==> src/rtl/neuron_mode_ctrl_if.sv <==
// rtl/neuron_mode_ctrl_if.sv - mode-change request handshake between host/config and neuron_mode_ctrl
interface neuron_mode_ctrl_if;
   logic       mode_req_valid;
   logic [1:0] mode_req;
   logic       mode_req_ready;

   modport master (output mode_req_valid, output mode_req, input mode_req_ready);
   modport slave  (input mode_req_valid, input mode_req, output mode_req_ready);
endinterface

==> src/rtl/neuron_mode_ctrl.sv <==
// rtl/neuron_mode_ctrl.sv - quiesce/clear/settle sequencer for the neuron engine-select mux
// Optional DRAIN timeout enabled by defining NEURON_MODE_CTRL_TIMEOUT_EN.
module neuron_mode_ctrl #(
   parameter int SETTLE_CYCLES = 4,
   parameter int DRAIN_TIMEOUT = 255
) (
   input  logic                clk,
   input  logic                rst_n,
   neuron_mode_ctrl_if.slave   req_if,
   input  logic [3:0]          engine_busy,
   output logic [1:0]          mode,
   output logic [3:0]          engine_enable,
   output logic [3:0]          engine_clear,
   output logic                switching,
   output logic                switch_done,
   output logic                timeout_flag
);

   typedef enum logic [1:0] {IDLE, DRAIN, CLEAR, SETTLE} state_t;

   state_t     state, state_nxt;
   logic [1:0] target, target_nxt;
   logic [1:0] mode_nxt;
   logic [3:0] enable_nxt, clear_nxt;
   logic       switching_nxt, done_nxt, tflag_nxt;
   logic [3:0] settle_cnt, settle_nxt;
   logic       accept, go_clear, finish;

   function automatic logic [3:0] onehot(input logic [1:0] m);
      return 4'b0001 << m;
   endfunction

   assign req_if.mode_req_ready = (state == IDLE);
   assign accept = req_if.mode_req_valid && (state == IDLE);

`ifdef NEURON_MODE_CTRL_TIMEOUT_EN
   localparam logic [7:0] DRAIN_LAST = 8'(DRAIN_TIMEOUT - 1);
   logic [7:0] drain_cnt, drain_nxt;
`else
   logic [7:0] unused_drain_timeout;
   assign unused_drain_timeout = 8'(DRAIN_TIMEOUT);
`endif

   always_comb begin
      state_nxt     = state;
      target_nxt    = target;
      mode_nxt      = mode;
      enable_nxt    = engine_enable;
      clear_nxt     = 4'b0000;
      switching_nxt = switching;
      done_nxt      = 1'b0;
      tflag_nxt     = timeout_flag;
      settle_nxt    = settle_cnt;
      go_clear      = 1'b0;
      finish        = 1'b0;
`ifdef NEURON_MODE_CTRL_TIMEOUT_EN
      drain_nxt     = drain_cnt;
`endif
      case (state)
         IDLE: begin
            if (accept) begin
               tflag_nxt = 1'b0;
               if (req_if.mode_req != mode) begin
                  target_nxt    = req_if.mode_req;
                  enable_nxt    = 4'b0000;
                  switching_nxt = 1'b1;
                  state_nxt     = DRAIN;
`ifdef NEURON_MODE_CTRL_TIMEOUT_EN
                  drain_nxt     = 8'd0;
`endif
               end
            end
         end
         DRAIN: begin
            // mode still holds the outgoing engine here; busy low beats the timeout
            if (!engine_busy[mode]) begin
               go_clear = 1'b1;
            end else begin
`ifdef NEURON_MODE_CTRL_TIMEOUT_EN
               if (drain_cnt == DRAIN_LAST) begin
                  tflag_nxt = 1'b1;
                  go_clear  = 1'b1;
               end else begin
                  drain_nxt = drain_cnt + 8'd1;
               end
`endif
            end
            if (go_clear) begin
               state_nxt = CLEAR;
               mode_nxt  = target;
               clear_nxt = onehot(target);
            end
         end
         CLEAR: begin
            if (SETTLE_CYCLES > 0) begin
               state_nxt  = SETTLE;
               settle_nxt = 4'(SETTLE_CYCLES);
            end else begin
               finish = 1'b1;
            end
         end
         SETTLE: begin
            if (settle_cnt <= 4'd1) finish = 1'b1;
            else                    settle_nxt = settle_cnt - 4'd1;
         end
         default: state_nxt = IDLE;
      endcase
      if (finish) begin
         state_nxt     = IDLE;
         enable_nxt    = onehot(mode);
         switching_nxt = 1'b0;
         done_nxt      = 1'b1;
      end
   end

   always_ff @(posedge clk or negedge rst_n) begin
      if (!rst_n) begin
         state         <= IDLE;
         target        <= 2'd0;
         mode          <= 2'd0;
         engine_enable <= 4'b0001;
         engine_clear  <= 4'b0000;
         switching     <= 1'b0;
         switch_done   <= 1'b0;
         settle_cnt    <= 4'd0;
      end else begin
         state         <= state_nxt;
         target        <= target_nxt;
         mode          <= mode_nxt;
         engine_enable <= enable_nxt;
         engine_clear  <= clear_nxt;
         switching     <= switching_nxt;
         switch_done   <= done_nxt;
         settle_cnt    <= settle_nxt;
      end
   end

`ifdef NEURON_MODE_CTRL_TIMEOUT_EN
   always_ff @(posedge clk or negedge rst_n) begin
      if (!rst_n) begin
         drain_cnt    <= 8'd0;
         timeout_flag <= 1'b0;
      end else begin
         drain_cnt    <= drain_nxt;
         timeout_flag <= tflag_nxt;
      end
   end
`else
   logic unused_tflag;
   assign unused_tflag = tflag_nxt;
   assign timeout_flag = 1'b0;
`endif

endmodule

==> src/flat_wrapper.sv <==
// flat-port wrapper written by rule: the top's interface ports become plain ports
module neuron_mode_ctrl_flat 
#(
   parameter int SETTLE_CYCLES = 4,
   parameter int DRAIN_TIMEOUT = 255
)
  (clk, rst_n, engine_busy, mode, engine_enable, engine_clear, switching, switch_done, timeout_flag, req_if_mode_req_valid, req_if_mode_req, req_if_mode_req_ready);
  neuron_mode_ctrl_if req_if_i ();
  input  logic clk;
  input  logic rst_n;
  input  logic [3:0] engine_busy;
  output logic [1:0] mode;
  output logic [3:0] engine_enable;
  output logic [3:0] engine_clear;
  output logic switching;
  output logic switch_done;
  output logic timeout_flag;
  input wire logic [$bits(req_if_i.mode_req_valid)-1:0] req_if_mode_req_valid;
  input wire logic [$bits(req_if_i.mode_req)-1:0] req_if_mode_req;
  output wire logic [$bits(req_if_i.mode_req_ready)-1:0] req_if_mode_req_ready;
  assign req_if_i.mode_req_valid = req_if_mode_req_valid;
  assign req_if_i.mode_req = req_if_mode_req;
  assign req_if_mode_req_ready = req_if_i.mode_req_ready;
  neuron_mode_ctrl #(.SETTLE_CYCLES(SETTLE_CYCLES), .DRAIN_TIMEOUT(DRAIN_TIMEOUT)) u_core (.clk(clk), .rst_n(rst_n), .req_if(req_if_i), .engine_busy(engine_busy), .mode(mode), .engine_enable(engine_enable), .engine_clear(engine_clear), .switching(switching), .switch_done(switch_done), .timeout_flag(timeout_flag));
endmodule
==> config.mk <==
export PLATFORM = sky130hd
export DESIGN_NAME = neuron_mode_ctrl_flat
export DESIGN_NICKNAME = d
export VERILOG_FILES = /design/src/rtl/neuron_mode_ctrl_if.sv /design/src/rtl/neuron_mode_ctrl.sv /design/src/flat_wrapper.sv
export SDC_FILE = /design/constraint.sdc
export NUM_CORES = 1
export LEC_CHECK = 0
export ABC_CLOCK_PERIOD_IN_PS = 1640
export BUFFER_PORTS_ARGS = -buffer_cell sky130_fd_sc_hd__buf_2
export CAP_MARGIN = 20
export CORE_ASPECT_RATIO = 1.1
export CORE_MARGIN = 5
export CORE_UTILIZATION = 30
export DETAILED_ROUTE_END_ITERATION = 12
export GPL_TIMING_DRIVEN = 1
export REMOVE_ABC_BUFFERS = 1
export SLEW_MARGIN = 5
export SYNTH_ARGS = -nofsm -noshare
export SYNTH_HDL_FRONTEND = slang
export SYNTH_SLANG_ARGS = --single-unit
==> constraint.sdc <==
create_clock -name clk -period 1.64 [get_ports clk]
set_input_delay 0.328 -clock clk [delete_from_list [all_inputs] [get_ports clk]]
set_output_delay 0.328 -clock clk [all_outputs]
set_load 0.01 [all_outputs]
# Word level (Yosys, flattened, before mapping)
# Cells that the tools add are included.
[word_totals]
reg_bits = 20
in_bits = 9
out_inout_bits = 14
wordCells = 57
[op_classes]
add_sub_neg = 1
n_lt_le_gt_ge = 2
eq_ne = 8
n_shift = 2
muxes = 24
reduce_logical = 12
[ops]
columns = ["op", "n"]
rows = [
  ["2-to-1 mux 4 bit", 7],
  ["2-to-1 mux 1 bit", 10],
  ["!= test 3 x 1 -> 1 bit (second input constant)", 3],
  ["2-to-1 mux 2 bit", 4],
  ["case mux 4 bit (2 select lines)", 1],
  ["nonzero test 2 bit", 4],
  ["<< shifter 1 x 2 -> 4 bit (first input constant)", 2],
  ["case mux 2 bit (3 select lines)", 1],
  ["AND reduction 3 bit", 2],
  ["equality test 2 bit (second input constant)", 2],
  ["<= comparator 4 x 1 -> 1 bit (second input constant)", 1],
  ["AND reduction 2 bit", 2],
  ["AND reduction 4 bit", 1],
  ["nonzero test 4 bit", 1],
  ["subtractor 4 x 1 -> 4 bit (second input constant)", 1],
  ["less-than comparator 2 x 3 -> 1 bit (second input constant)", 1],
  ["binary-select mux 1 bit (select 2 bit)", 1],
  ["equality test 2 x 1 -> 1 bit (second input constant)", 1],
  ["zero test 2 bit", 1],
  ["!= test 2 bit", 1],
  ["!= test 2 bit (second input constant)", 1],
  ["logical AND 1 bit", 1],
]

# Longest topological paths before layout
[logic_depth]
depth_word = 7
ltp_mapped = 8

# Worst setup path after synthesis
# OpenSTA, ideal clock, no wires.
[synth_path]
path_kind = "reg-to-reg"
startpoint = "reg u_core.settle_cnt[0]"
endpoint = "reg u_core.state[1]"
setup_time_ns = 0.125
arrival_time_ns = 1.616
slack_ns = -0.101
path_stages_with_launch = 9
n_path_buf = 1
period_less_slack_ns = 1.741
cell_sequence = "dfrtp_1 > inv_1 > ha_1 > nor2_1 > or3_1 > buf_6 > inv_8 > o211ai_2 > mux2_4"
[synth_between]
elab_chain_len = 5
word_cells_on_any_way = 9
classes_between = "order compare: 1; eq/ne: 3; mux: 3; reduce/logical: 2"
[synth_lines]
columns = ["item", "line", "rtl"]
rows = [
  ["from (decl)", "neuron_mode_ctrl.sv:26", "logic [3:0] settle_cnt, settle_nxt;"],
  ["from (signal assigned)", "neuron_mode_ctrl.sv:134", "settle_cnt <= settle_nxt;"],
  ["<= comparator 4 x 1 -> 1 bit *", "neuron_mode_ctrl.sv:103", "if (settle_cnt <= 4'd1) finish = 1'b1;"],
  ["2-to-1 mux 1 bit *", "neuron_mode_ctrl.sv:103", ""],
  ["2-to-1 mux 1 bit *", "--", ""],
  ["!= test 3 x 1 -> 1 bit (no line) or nonzero test 4 bit (tied branches)", "--", ""],
  ["AND reduction 4 bit (no line)", "--", ""],
  ["to (signal assigned)", "neuron_mode_ctrl.sv:127", "state <= state_nxt;"],
  ["to (decl)", "neuron_mode_ctrl.sv:21", "state_t state, state_nxt;"],
]
# Every way passes the cells marked *; elsewhere a longest branch is shown, timed or not.
# A chain may end at the register's enable or synchronous reset.

# Worst setup path after layout
# Ends and elaborated chain as after synthesis.

==> results.cfg <==
[run_status]
outcome = finished, violations left
violations = negative setup slack

[sta]
period_needed_ns = 1.69
rsz0062_at_grt = yes
tns_ns = -0.0668
hold_viol_final = 0
fmax_mhz = 593
slew_violations = 0
setup_ws_ns = -0.0462
period_share_pct = 103
setup_viol = 2
fin_worst_skew_ns = 0.00325

[critical_path]
crit_path_max_fanout = 4
cp-end-kind = flop
reg2reg_slack_ns = -0.05
startpoint_type = flop
max_stage_delay_ns = 0.47
arrival_ns = 1.89
path_class = reg -> reg
worstPathRequired_ns = 1.85
cp_slowest_cell = dfrtp_2
cp_cell_sequence = inv_2 -> ha_4 -> nor2_4 -> or3_4 -> inv_8 -> o211ai_2 -> mux2_4

[grt]
grt_first_pass_wirelength_microns = 4040
gr-usage-all-layers_pct = 10.6
grt_start_max_net_pins = 21
grt-ovfl-total = 0
grt_pass1_vias = 958
antenna_found_initial = 0

[placed_design]
gp_congestion = 0.739
dp_hpwl_microns = 1800
preCtsSetupSlack_ns = -0.159
port_buffers = 21

[pwr]
powerDensity_nw_per_um2 = 1970
total_power_mw = 3.06
ir_worst_vdd_mv = 0.717
p_leak_nw = 0.751

[floorplan]
chipWidth_microns = 66.4
start_util_pct = 31.2
core-area_sq_um = 3360
ioPinCount = 23
die_area_sq_um = 4780
die_h_microns = 72.0
row_count = 22

[final_layout]
nNetsFinal = 160
syn2layout_area_growth_pct = 48.2
mostFrequentLayoutCell = buf_4
drive_gt1_share_pct = 55.9
antenna_cells = 0
final_cell_mix = buf_4 (25), buf_2 (21), dfrtp_1 (16)

[clock_network]
cts_buffer_depth = 2
clk_pin_slew_worst_paths_ns = 0.13
cts_tree = built
clock_latency_ns = 0.31
clkSinkCount = 20
cts-root-buf = clkbuf_4
cts_buffers = 3
h-tree-depth = 1

[worst_hold_path]
hold_path.class = in -> reg

[route]
drt_drc_violations_left = 0
avgRoutedWirePerCell_microns = 12.8
drt_pass1_iterations = 4
wl_microns = 2450
final_antenna_net_count = 0
drt_iter0_drc = 21
vias_per_cell = 4.60
vias = 878

[logic_synthesis]
syn-cell-area_sq_um = 1050
syn_inst = 94
synth_top_area_share_pct = 45.3
ys.warnings.count = 0
ys_seq_elements = 20
synth_area_leaders = dfrtp_1 (45%), ha_1 (8.4%), nand2_1 (4.7%)
yosysSeqAreaShare_pct = 47.9
synth_edf_count = 0
ys_types = 37
synth_top_cell_by_area = dfrtp_1
syn-mean-instance-area_sq_um = 11.2
synthArstFlopShare_pct = 100
synth_flop_cell = dfrtp_1

[job]
maxCapViolCount = 0
## layout make-up
| class | instances | area, sq um |
|---|---|---|
| Fill cell | 331 | 1800 |
| Multi-Input combinational cell | 65 | 592 |
| Sequential cell | 20 | 505 |
| Timing Repair Buffer | 48 | 314 |
| Tap cell | 48 | 60.1 |
| Clock inverter | 1 | 30.0 |
| Inverter | 6 | 30.0 |
| Clock buffer | 3 | 22.5 |
## metrics by stage
stage | utilization [%] | cell area, sq um | hold slack (ns) | std cells
2_1_floorplan | - | 1020 | 0.0324 | 91
3_3_place_gp | 39.8 | 1340 | 0.299 | 180
3_5_place_dp | 39.8 | 1340 | 0.313 | 180
4_1_cts | 44.2 | 1480 | 0.223 | 189
5_1_grt | 46.3 | 1550 | 0.224 | 191
6_report | 46.3 | 1550 | 0.235 | 191
## worst max-delay path: cells and delay by family, from the launching register on
kind / cells / cell delay [ns]
muxes: 1 / 0.31
and+or+nand+nor: 2 / 0.43
AOI/OAI and AO/OA: 1 / 0.08
buffers and inverters: 2 / 0.16
DFF: 1 / 0.47
adders and majority gates: 1 / 0.14
## repair_timing
| item | 4_1_cts | 5_1_grt |
|---|---|---|
| pin swaps | 5 | 3 |
| gates resized for setup | 14 | 14 |
| hold buffers | 1 | 0 |
| hold endpoints to repair | 19 | 0 |
| endpoints found under the setup margin | 9 | 7 |
| buffers inserted | 4 | 2 |
## registers in the layout, indices dropped and copies added, names as in the netlist
register	flops
u_core.target	2
u_core.mode	2
u_core.engine_clear	4
u_core.switching	1
u_core.settle_cnt	4
u_core.state	2
u_core.engine_enable	4
u_core.switch_done	1
## worst paths after layout
kind | from | endpoint | depth (start not counted)
worst max-delay path | u_core.settle_cnt[0] | u_core.state[1] | 7
worst min register to register | u_core.engine_enable[0] | u_core.engine_enable[0] | 2
worst max register to register | u_core.settle_cnt[0] | u_core.state[1] | 7
min in group asynchronous | rst_n | u_core.engine_clear[1] | 2
max in group asynchronous | rst_n | u_core.engine_enable[0] | 2
worst min-delay path | req_if_mode_req[0] | u_core.target[0] | 3
## report_power, final
part | internal, mW | switching (mW)
combinational | 0.961 | 0.819
clock | 0.247 | 0.169
sequential | 0.702 | 0.164
## cells in the mapped netlist (2+ instances only)
library cell and n:
inv_1 5, mux2_2 2, nand2_1 13, ha_1 7, nand2b_4 2, o32ai_1 2
o21ai_0 7, nor2_1 5, nor3b_1 2, dfrtp_1 19, xnor2_1 2, nor3_1 2
buf_4 2
## cells by family after synthesis
kind of cell,Yosys count,share of synthesized area [%]
adder cells (fa/ha/maj),7,8.35
flip-flops,20,47.9
AO/OA/AOI/OAI,20,14.3
multiplexers,4,5.73
other,1,0.358
buffers and inverters,9,5.37
AND/OR/NAND/NOR,31,16.3
XOR/XNOR,2,1.67
## routing by layer
| layer | vias to the layer above | global-route usage, % | wire (microns) |
|---|---|---|---|
| met5 | - | 0 | 0 |
| met1 | 437 | 12.2 | 1010 |
| met2 | 11 | 19.7 | 1360 |
| li1 | 428 | - | - |
| met4 | 0 | 4.06 | 12 |
| met3 | 2 | 1.24 | 68 |
Note: power is estimated with default switching activity, not from simulation.
